### config.mk
export PLATFORM = sky130hd
export DESIGN_NAME = pacman_key_dir
export DESIGN_NICKNAME = d
export VERILOG_FILES = /design/src/rtl/pacman_key_dir.sv
export SDC_FILE = /design/constraint.sdc
export NUM_CORES = 1
export LEC_CHECK = 0
export BUFFER_PORTS_ARGS = -buffer_cell sky130_fd_sc_hd__buf_2
export CAP_MARGIN = 40
export CORE_MARGIN = 2
export CORE_UTILIZATION = 25
export CTS_BUF_LIST = sky130_fd_sc_hd__clkbuf_8
export DETAILED_ROUTE_END_ITERATION = 7
export SLEW_MARGIN = 25
export SYNTH_ARGS = -nofsm -noshare
export SYNTH_HDL_FRONTEND = slang
export SYNTH_SLANG_ARGS = --single-unit
export TNS_END_PERCENT = 100
### constraint.sdc
create_clock -name clk -period 3.69 [get_ports clk]
set_clock_uncertainty 0.2 [all_clocks]
set_input_delay 0.5535 -clock clk [delete_from_list [all_inputs] [get_ports clk]]
set_output_delay 0.5535 -clock clk [all_outputs]
set_load 0.01 [all_outputs]
### src/rtl/pacman_key_dir.sv
// Keyboard arrow-key to Pac-Man direction controller: tracks pressed arrows,
// keeps one active direction, and lingers for HOLD_FRAMES frames after a quick tap.
module pacman_key_dir #(
    parameter logic [8:0]  KEY_UP      = 9'h175,
    parameter logic [8:0]  KEY_DOWN    = 9'h172,
    parameter logic [8:0]  KEY_LEFT    = 9'h16B,
    parameter logic [8:0]  KEY_RIGHT   = 9'h174,
    parameter int unsigned HOLD_FRAMES = 4
) (
    input  logic       clk,
    input  logic       resetN,
    input  logic       startOfFrame,
    input  logic [8:0] keyCode,
    input  logic       make,
    input  logic       brake,
    input  logic       collision_ghost_smiley,
    output logic       Y_direction_key,
    output logic       toggle_x_key,
    output logic       Y_direction_key_up,
    output logic       toggle_x_key_left
);

    // state   | meaning
    // IDLE_ST | no active direction
    // HELD_ST | active key is physically held
    // TAP_ST  | active key released, frame countdown running
    typedef enum logic [1:0] {IDLE_ST, HELD_ST, TAP_ST} state_t;
    typedef enum logic [2:0] {DIR_NONE, DIR_UP, DIR_DOWN, DIR_LEFT, DIR_RIGHT} dir_t;

    state_t      state_q, state_d;
    dir_t        active_q, active_d;
    logic [3:0]  mask_q, mask_d;      // bit0 up, bit1 down, bit2 left, bit3 right
    logic [3:0]  cnt_q, cnt_d;
    logic [3:0]  out_q, out_d;        // {up, down, left, right}

    logic [3:0]  key_bit;
    dir_t        key_dir;
    logic        make_ok, brake_ok;

    always_comb begin
        key_bit = 4'b0000;
        key_dir = DIR_NONE;
        if (keyCode == KEY_UP) begin
            key_bit = 4'b0001;
            key_dir = DIR_UP;
        end else if (keyCode == KEY_DOWN) begin
            key_bit = 4'b0010;
            key_dir = DIR_DOWN;
        end else if (keyCode == KEY_LEFT) begin
            key_bit = 4'b0100;
            key_dir = DIR_LEFT;
        end else if (keyCode == KEY_RIGHT) begin
            key_bit = 4'b1000;
            key_dir = DIR_RIGHT;
        end
    end

    // A simultaneous make and brake is treated as a glitch and dropped.
    assign make_ok  = make  && !brake && (key_bit != 4'b0000);
    assign brake_ok = brake && !make  && (key_bit != 4'b0000);

    function automatic dir_t prio_dir(input logic [3:0] m);
        dir_t d;
        d = DIR_NONE;
        if (m[0])      d = DIR_UP;
        else if (m[1]) d = DIR_DOWN;
        else if (m[2]) d = DIR_LEFT;
        else if (m[3]) d = DIR_RIGHT;
        return d;
    endfunction

    always_comb begin
        state_d  = state_q;
        active_d = active_q;
        mask_d   = mask_q;
        cnt_d    = cnt_q;
        if (collision_ghost_smiley) begin
            state_d  = IDLE_ST;
            active_d = DIR_NONE;
            mask_d   = 4'b0000;
            cnt_d    = 4'd0;
        end else if (make_ok) begin
            mask_d   = mask_q | key_bit;
            active_d = key_dir;
            state_d  = HELD_ST;
        end else begin
            if (brake_ok) begin
                mask_d = mask_q & ~key_bit;
            end
            case (state_q)
                HELD_ST: begin
                    if (brake_ok && (key_dir == active_q)) begin
                        if (mask_d != 4'b0000) begin
                            active_d = prio_dir(mask_d);
                        end else begin
                            state_d = TAP_ST;
                            cnt_d   = 4'(HOLD_FRAMES);
                        end
                    end
                end
                TAP_ST: begin
                    if (startOfFrame) begin
                        if (cnt_q <= 4'd1) begin
                            state_d  = IDLE_ST;
                            active_d = DIR_NONE;
                            cnt_d    = 4'd0;
                        end else begin
                            cnt_d = cnt_q - 4'd1;
                        end
                    end
                end
                default: ;
            endcase
        end
    end

    always_comb begin
        out_d = 4'b0000;
        case (active_d)
            DIR_UP:    out_d = 4'b1000;
            DIR_DOWN:  out_d = 4'b0100;
            DIR_LEFT:  out_d = 4'b0010;
            DIR_RIGHT: out_d = 4'b0001;
            default:   out_d = 4'b0000;
        endcase
    end

    always_ff @(posedge clk or negedge resetN) begin
        if (!resetN) begin
            state_q  <= IDLE_ST;
            active_q <= DIR_NONE;
            mask_q   <= 4'b0000;
            cnt_q    <= 4'd0;
            out_q    <= 4'b0000;
        end else begin
            state_q  <= state_d;
            active_q <= active_d;
            mask_q   <= mask_d;
            cnt_q    <= cnt_d;
            out_q    <= out_d;
        end
    end

    assign Y_direction_key_up = out_q[3];
    assign Y_direction_key    = out_q[2];
    assign toggle_x_key_left  = out_q[1];
    assign toggle_x_key       = out_q[0];

endmodule

==> run_results.csv, run 1 <==
group,metric,value,unit
outcome,status,"completed",
synth,netlist_area,0.00126,sq mm
pwr,swShare,24.9,%
setup_path,path_max_fanout,8,
synth,syn_avg_cell_area,9.12,sq um
finish,final_common_cell,"buf_2",
setup_path,cpLargestDelayFamily,"compound AO/OA/AOI/OAI gates",
timing,relSlewSlack,52.0,%
setup_path,required,3.62,ns
grt,grt_max_degree,18,
pwr,p_leak,0.588,nW
timing,drv_slew,0,
timing,rsz0062_at_grt,"no",
finish,synthToLayoutAreaGrowth,16.2,%
cts,postCtsHoldBufs,0,
placed_design,numPortBuffers,18,
synth,synthFlopType,"dfrtp_1",
setup_path,path_cells,"buf_2 > nand4bb_1 > o41ai_2 > nand4_1 > o41a_1 > or2_4 > o21ai_0 > a21oi_1",
finish,drive_above_1_share,20.4,%
pwr,comb_power_share,13.6,%
setup_path,regToRegEndpoint,"out_q[3]",
cts,clkTransAtPathRegs,0.07,ns
grt,grt_pass1_vias,1106,
grt,grt.busiest_layer,"met2",
job,maxCapViolCount,0,
synth,synth_cell_type_count,46,
synth,synth_top_area_cell,"dfrtp_1",
synth,synth_area_leaders,"dfrtp_1 (34%), a21oi_1 (4.8%), ha_1 (4.0%), o21ai_0 (3.6%), nand2b_1 (3.5%)",
detailed_routing,dr.pass1.iters,4,
grt,use_met1,14.2,%
grt,grtUsageTotal,11.1,%
timing,max_freq,344,MHz
cts,cts-root-buf,"clkbuf_8",
timing,hold_viol,0,
floorplanning,core_area,0.00479,sq mm
finish,n_antenna_cell,0,
synth,ys_warn_count,0,
floorplanning,std_cell_rows,25,
floorplanning,fp.dieH,75.0,um
cts,htreeDepth,1,
pwr,power.switching,0.0937,mW
setup_path,worst-path-buf-inv,1,
grt,use_met2,19.5,%
pwr,power_density,257,mW/mm^2
grt,grt_pass1_wl,4920,um
setup_path,end_kind,"flip-flop",
placed_design,place.gp.congestion,0.951,
grt,globalRouteMet3Util,1.07,%
detailed_routing,drt-total-wl,2860,um
detailed_routing,drc,0,
detailed_routing,ant_nets,0,
setup_path,slowest_stage,"o41ai_2",
setup_path,arrival,2.83,ns
cts,clock-sinks,17,
synth,syn_nets,157,
timing,period_share,78.7,%
cts,post_cts_buffers,0,
setup_path,crit_type,"in -> reg",
floorplanning,io_pins,19,
setup_path,crit_cells,8,
cts,cts.path.max_buffers,2,
synth,synth_edf_count,0,
finish,final_cell_mix,"buf_2 (18), dfrtp_1 (17), a21oi_1 (12)",
synth,ys_ff_latch,17,
pwr,vdd_drop_max,0.135,mV
setup_path,rrSetupSlack,1.44,ns
hold_path,min_path_type,"in -> async",
setup_path,r2r_start,"active_q[2]",
setup_path,start_kind,"input pin",
detailed_routing,vias_per_cell,5.06,
timing,setup_viol,0,
grt,grt_overflow,0,
timing,final.setup.tns,0,ns
cts,cts_tree,"yes",
floorplanning,die_x,75.0,um
pwr,share_clk_of_total_power,35.9,%
synth,ys_seq_area_share,33.8,%
grt,antenna_found_initial,0,
detailed_routing,wire_per_inst,12.8,um
floorplanning,die_area,0.00562,sq mm
detailed_routing,drt_iter0_drc,50,
detailed_routing,vias,1133,
finish,finalNetCount,177,
placed_design,place_hpwl,2280,um
synth,async_flop_share,100,%
finish,fin_area,0.00146,sq mm
floorplanning,start_util,26.3,%
setup_path,rr_worst_depth,6,
placed_design,place_area,0.00142,sq mm
pwr,pwr-share-seq,50.4,%
timing,worst_slew_pin_slew,0.715,ns
cts,clkLatencyLatePin,0.25,ns
cts,post_cts_resized,0,
synth,synthCells,138,
setup_path,max_stage_delay,0.60,ns
pwr,power.internal,0.282,mW
timing,period_needed,2.90,ns
synth,synth_top_area_share,33.8,%
cts,cts_buffers,3,
==> sequential cells by signal (all words and copies together), names as in the netlist <==
name and count:
cnt_q 4, out_q 4, active_q 3, mask_q 4
state_q 2
==> kinds of logic after synthesis <==
group / after synthesis / share of synthesized area [%]
fa+ha+maj: 4 / 3.98
flops: 17 / 33.8
xor+xnor: 1 / 0.696
simple gates: 58 / 29.0
buf+inv: 12 / 4.27
compound gates: 44 / 26.5
mux: 2 / 1.69
==> how the worst max path moves through the flow <==
stage                to        from  slack, ns
5_1_grt        cnt_q[2]  keyCode[1]       0.57
6_report       cnt_q[2]  keyCode[1]       0.79
2_1_floorplan  cnt_q[2]  keyCode[0]       0.95
4_1_cts        cnt_q[2]  keyCode[1]       0.78
3_5_place_dp   cnt_q[2]  keyCode[1]       0.52
3_3_place_gp   cnt_q[2]  keyCode[1]       0.56
==> cell usage after synthesis (all sizes together), types with 3 or more instances <==
master and n:
o41ai 5, inv 8, and3b 3, nor2 7
a21oi 12, nand2b 7, o31ai 3, nor3 5
nor3b 3, dfrtp 17, nand2 11, a211oi 3
o21ai 10, ha 4, nand3 4
==> per-stage QoR <==
step / total power [mW] / hold WS, ns / util, % / std cells / setup WS (ns)
finish: 0.376 / 0.0143 / 30.6 / 224 / 0.786
global route: 0.399 / 0.0402 / 30.6 / 224 / 0.570
CTS: 0.381 / 0.0350 / 30.6 / 224 / 0.778
detailed placement: 0.245 / 0.302 / 29.6 / 220 / 0.521
global placement: 0.245 / 0.302 / 29.6 / 220 / 0.564
floorplan: 0.224 / 0.0579 / - / 138 / 0.945
==> per-layer routing <==
layer / up-vias / wire, um
met5: - / 0
met3: 4 / 97
met2: 23 / 1400
li1: 562 / -
met4: 0 / 26
met1: 544 / 1330
==> layout make-up <==
| type | instances | area [sq um] |
|---|---|---|
| fill | 519 | 3320 |
| multi-input combinational | 109 | 779 |
| sequential | 17 | 425 |
| timing repair buffer | 19 | 97.6 |
| tap | 67 | 83.8 |
| clock buffer | 3 | 41.3 |
| inverter | 8 | 30.0 |
| clock inverter | 1 | 5.00 |
==> power groups by stage <==
stage          clock network (mW)  registers, mW  logic [mW]
4_1_cts                     0.140          0.190      0.0520
2_1_floorplan                   0          0.193      0.0312
3_3_place_gp                    0          0.193      0.0518
3_5_place_dp                    0          0.193      0.0516
5_1_grt                     0.152          0.190      0.0572
6_report                    0.135          0.190      0.0513
Power figures use the tool's default switching activity.
==> run 2: changes to the inputs <==
==> constraint.sdc (replaced) <==
create_clock -name clk -period 2.85 [get_ports clk]
set_clock_uncertainty 0.2 [all_clocks]
set_input_delay 0.4275 -clock clk [delete_from_list [all_inputs] [get_ports clk]]
set_output_delay 0.4275 -clock clk [all_outputs]
set_load 0.01 [all_outputs]
==> run_results.csv, run 2 (same netlist as run 1, synthesis figures left out) <==
group,metric,value,unit
outcome,status,"completed",
setup_path,slowest_stage,"o41a_1",
setup_path,rr_worst_depth,6,
grt,globalRouteMet3Util,1.20,%
timing,drv_slew,0,
timing,hold_ws,0.277,ns
floorplanning,std_cell_rows,25,
floorplanning,core_area,0.00479,sq mm
setup_path,end_kind,"flip-flop",
pwr,vdd_drop_max,0.156,mV
setup_path,start_kind,"input pin",
floorplanning,fp.dieH,75.0,um
detailed_routing,vias,1159,
placed_design,place.gp.congestion,0.922,
setup_path,arrival,2.45,ns
cts,cts.path.max_buffers,2,
setup_path,path_max_fanout,8,
detailed_routing,ant_nets,0,
detailed_routing,wire_per_inst,12.3,um
setup_path,rrSetupSlack,0.67,ns
hold_path,min_to,"mask_q[0]",
grt,grt_pass1_vias,1154,
cts,cts_buffers,3,
timing,final.setup.tns,0,ns
placed_design,place_hpwl,2300,um
timing,relSlewSlack,74.8,%
grt,use_met1,15.9,%
timing,worst_slew_pin_slew,0.378,ns
hold_path,whs_path_depth,3,
timing,period_needed,2.53,ns
grt,grt_overflow,0,
cts,postCtsHoldBufs,1,
hold_path,min_path_type,"in -> reg",
setup_path,r2r_start,"active_q[2]",
setup_path,startpoint,"keyCode[7]",
timing,hold_viol,0,
setup_path,path_cells,"buf_2 > nand4b_4 > buf_4 > o41ai_4 > nand4_1 > o41a_1 > or2_4 > o21ai_0 > a21oi_1",
finish,synthToLayoutAreaGrowth,24.2,%
grt,grt.busiest_layer,"met2",
job,maxCapViolCount,0,
finish,reg_top3,"cnt_q (4), mask_q (4), out_q (4)",
cts,cts-root-buf,"clkbuf_8",
cts,clock-sinks,17,
grt,use_met2,18.7,%
finish,final_cell_mix,"buf_2 (18), dfrtp_1 (17), buf_4 (13)",
detailed_routing,drt_iter0_drc,59,
pwr,p_leak,0.648,nW
setup_path,max_stage_delay,0.42,ns
floorplanning,die_x,75.0,um
timing,setup_viol,0,
cts,clkLatencyLatePin,0.25,ns
finish,finalNetCount,190,
cts,clkTransAtPathRegs,0.06,ns
cts,cts_tree,"yes",
finish,drive_above_1_share,25.9,%
grt,grtUsageTotal,11.5,%
placed_design,numPortBuffers,18,
floorplanning,die_area,0.00562,sq mm
cts,post_cts_resized,0,
timing,rsz0062_at_grt,"no",
detailed_routing,drc,0,
timing,period_share,88.7,%
finish,final_common_cell,"buf_2",
setup_path,worst-path-buf-inv,2,
floorplanning,start_util,26.3,%
grt,grt_max_degree,18,
pwr,power_density,315,mW/mm^2
cts,post_cts_buffers,0,
setup_path,cpLargestDelayFamily,"compound AO/OA/AOI/OAI gates",
detailed_routing,drt-total-wl,2910,um
timing,max_freq,396,MHz
setup_path,crit_type,"in -> reg",
setup_path,required,2.77,ns
finish,n_antenna_cell,0,
detailed_routing,vias_per_cell,4.89,
floorplanning,io_pins,19,
grt,antenna_found_initial,0,
grt,grt_pass1_wl,5080,um
detailed_routing,dr.pass1.iters,4,
setup_path,regToRegEndpoint,"out_q[3]",
cts,htreeDepth,1,
hold_path,hp-start,"make",
-- run 2: metal layers --
layer	vias up	part of all wire, %
met4	0	0.93
met3	4	3.4
met5	-	0
met1	547	49
met2	23	47
li1	585	-
-- run 2: worst reg2reg max path, stage by stage (launching register included) --
cell      delay, ns
dfrtp_1        0.41
or4_1          0.51
nand3_1        0.15
or3_1          0.16
a211oi_1       0.07
o32ai_2        0.38
nor3b_1        0.23
-- run 2: area by class of cell --
cell class,count,area [sq um]
Sequential cell,17,425
Tap cell,67,83.8
Inverter,8,30.0
Timing Repair Buffer,32,198
Fill cell,506,3220
Clock buffer,3,41.3
Multi-Input combinational cell,109,779
Clock inverter,1,5.00
-- run 2: power breakdown --
| group | internal, mW | switching, mW | total (mW) |
|---|---|---|---|
| clock | 0.0967 | 0.0786 | 0.175 |
| combinational | 0.0294 | 0.0423 | 0.0717 |
| sequential | 0.244 | 0.00192 | 0.246 |
| total | 0.370 | 0.123 | 0.493 |
-- run 2: worst max path at each step --
stage | to | slack, ns | cells past startpoint
2_1_floorplan | cnt_q[2] | 0.23 | 8
3_3_place_gp | cnt_q[3] | 0.07 | 9
3_5_place_dp | cnt_q[2] | 0.07 | 9
4_1_cts | cnt_q[2] | 0.33 | 9
5_1_grt | cnt_q[3] | 0.20 | 9
6_report | cnt_q[3] | 0.32 | 9
-- run 2: stage by stage --
step                cell area, sq um  total power, mW  util, %  setup slack [ns]  instances
CTS                             1560            0.500     32.7             0.329        237
finish                          1560            0.493     32.7             0.322        237
floorplan                       1260            0.290        -             0.231        138
detailed placement              1510            0.321     31.5            0.0656        232
global route                    1560            0.520     32.7             0.201        237
global placement                1510            0.321     31.5            0.0673        232
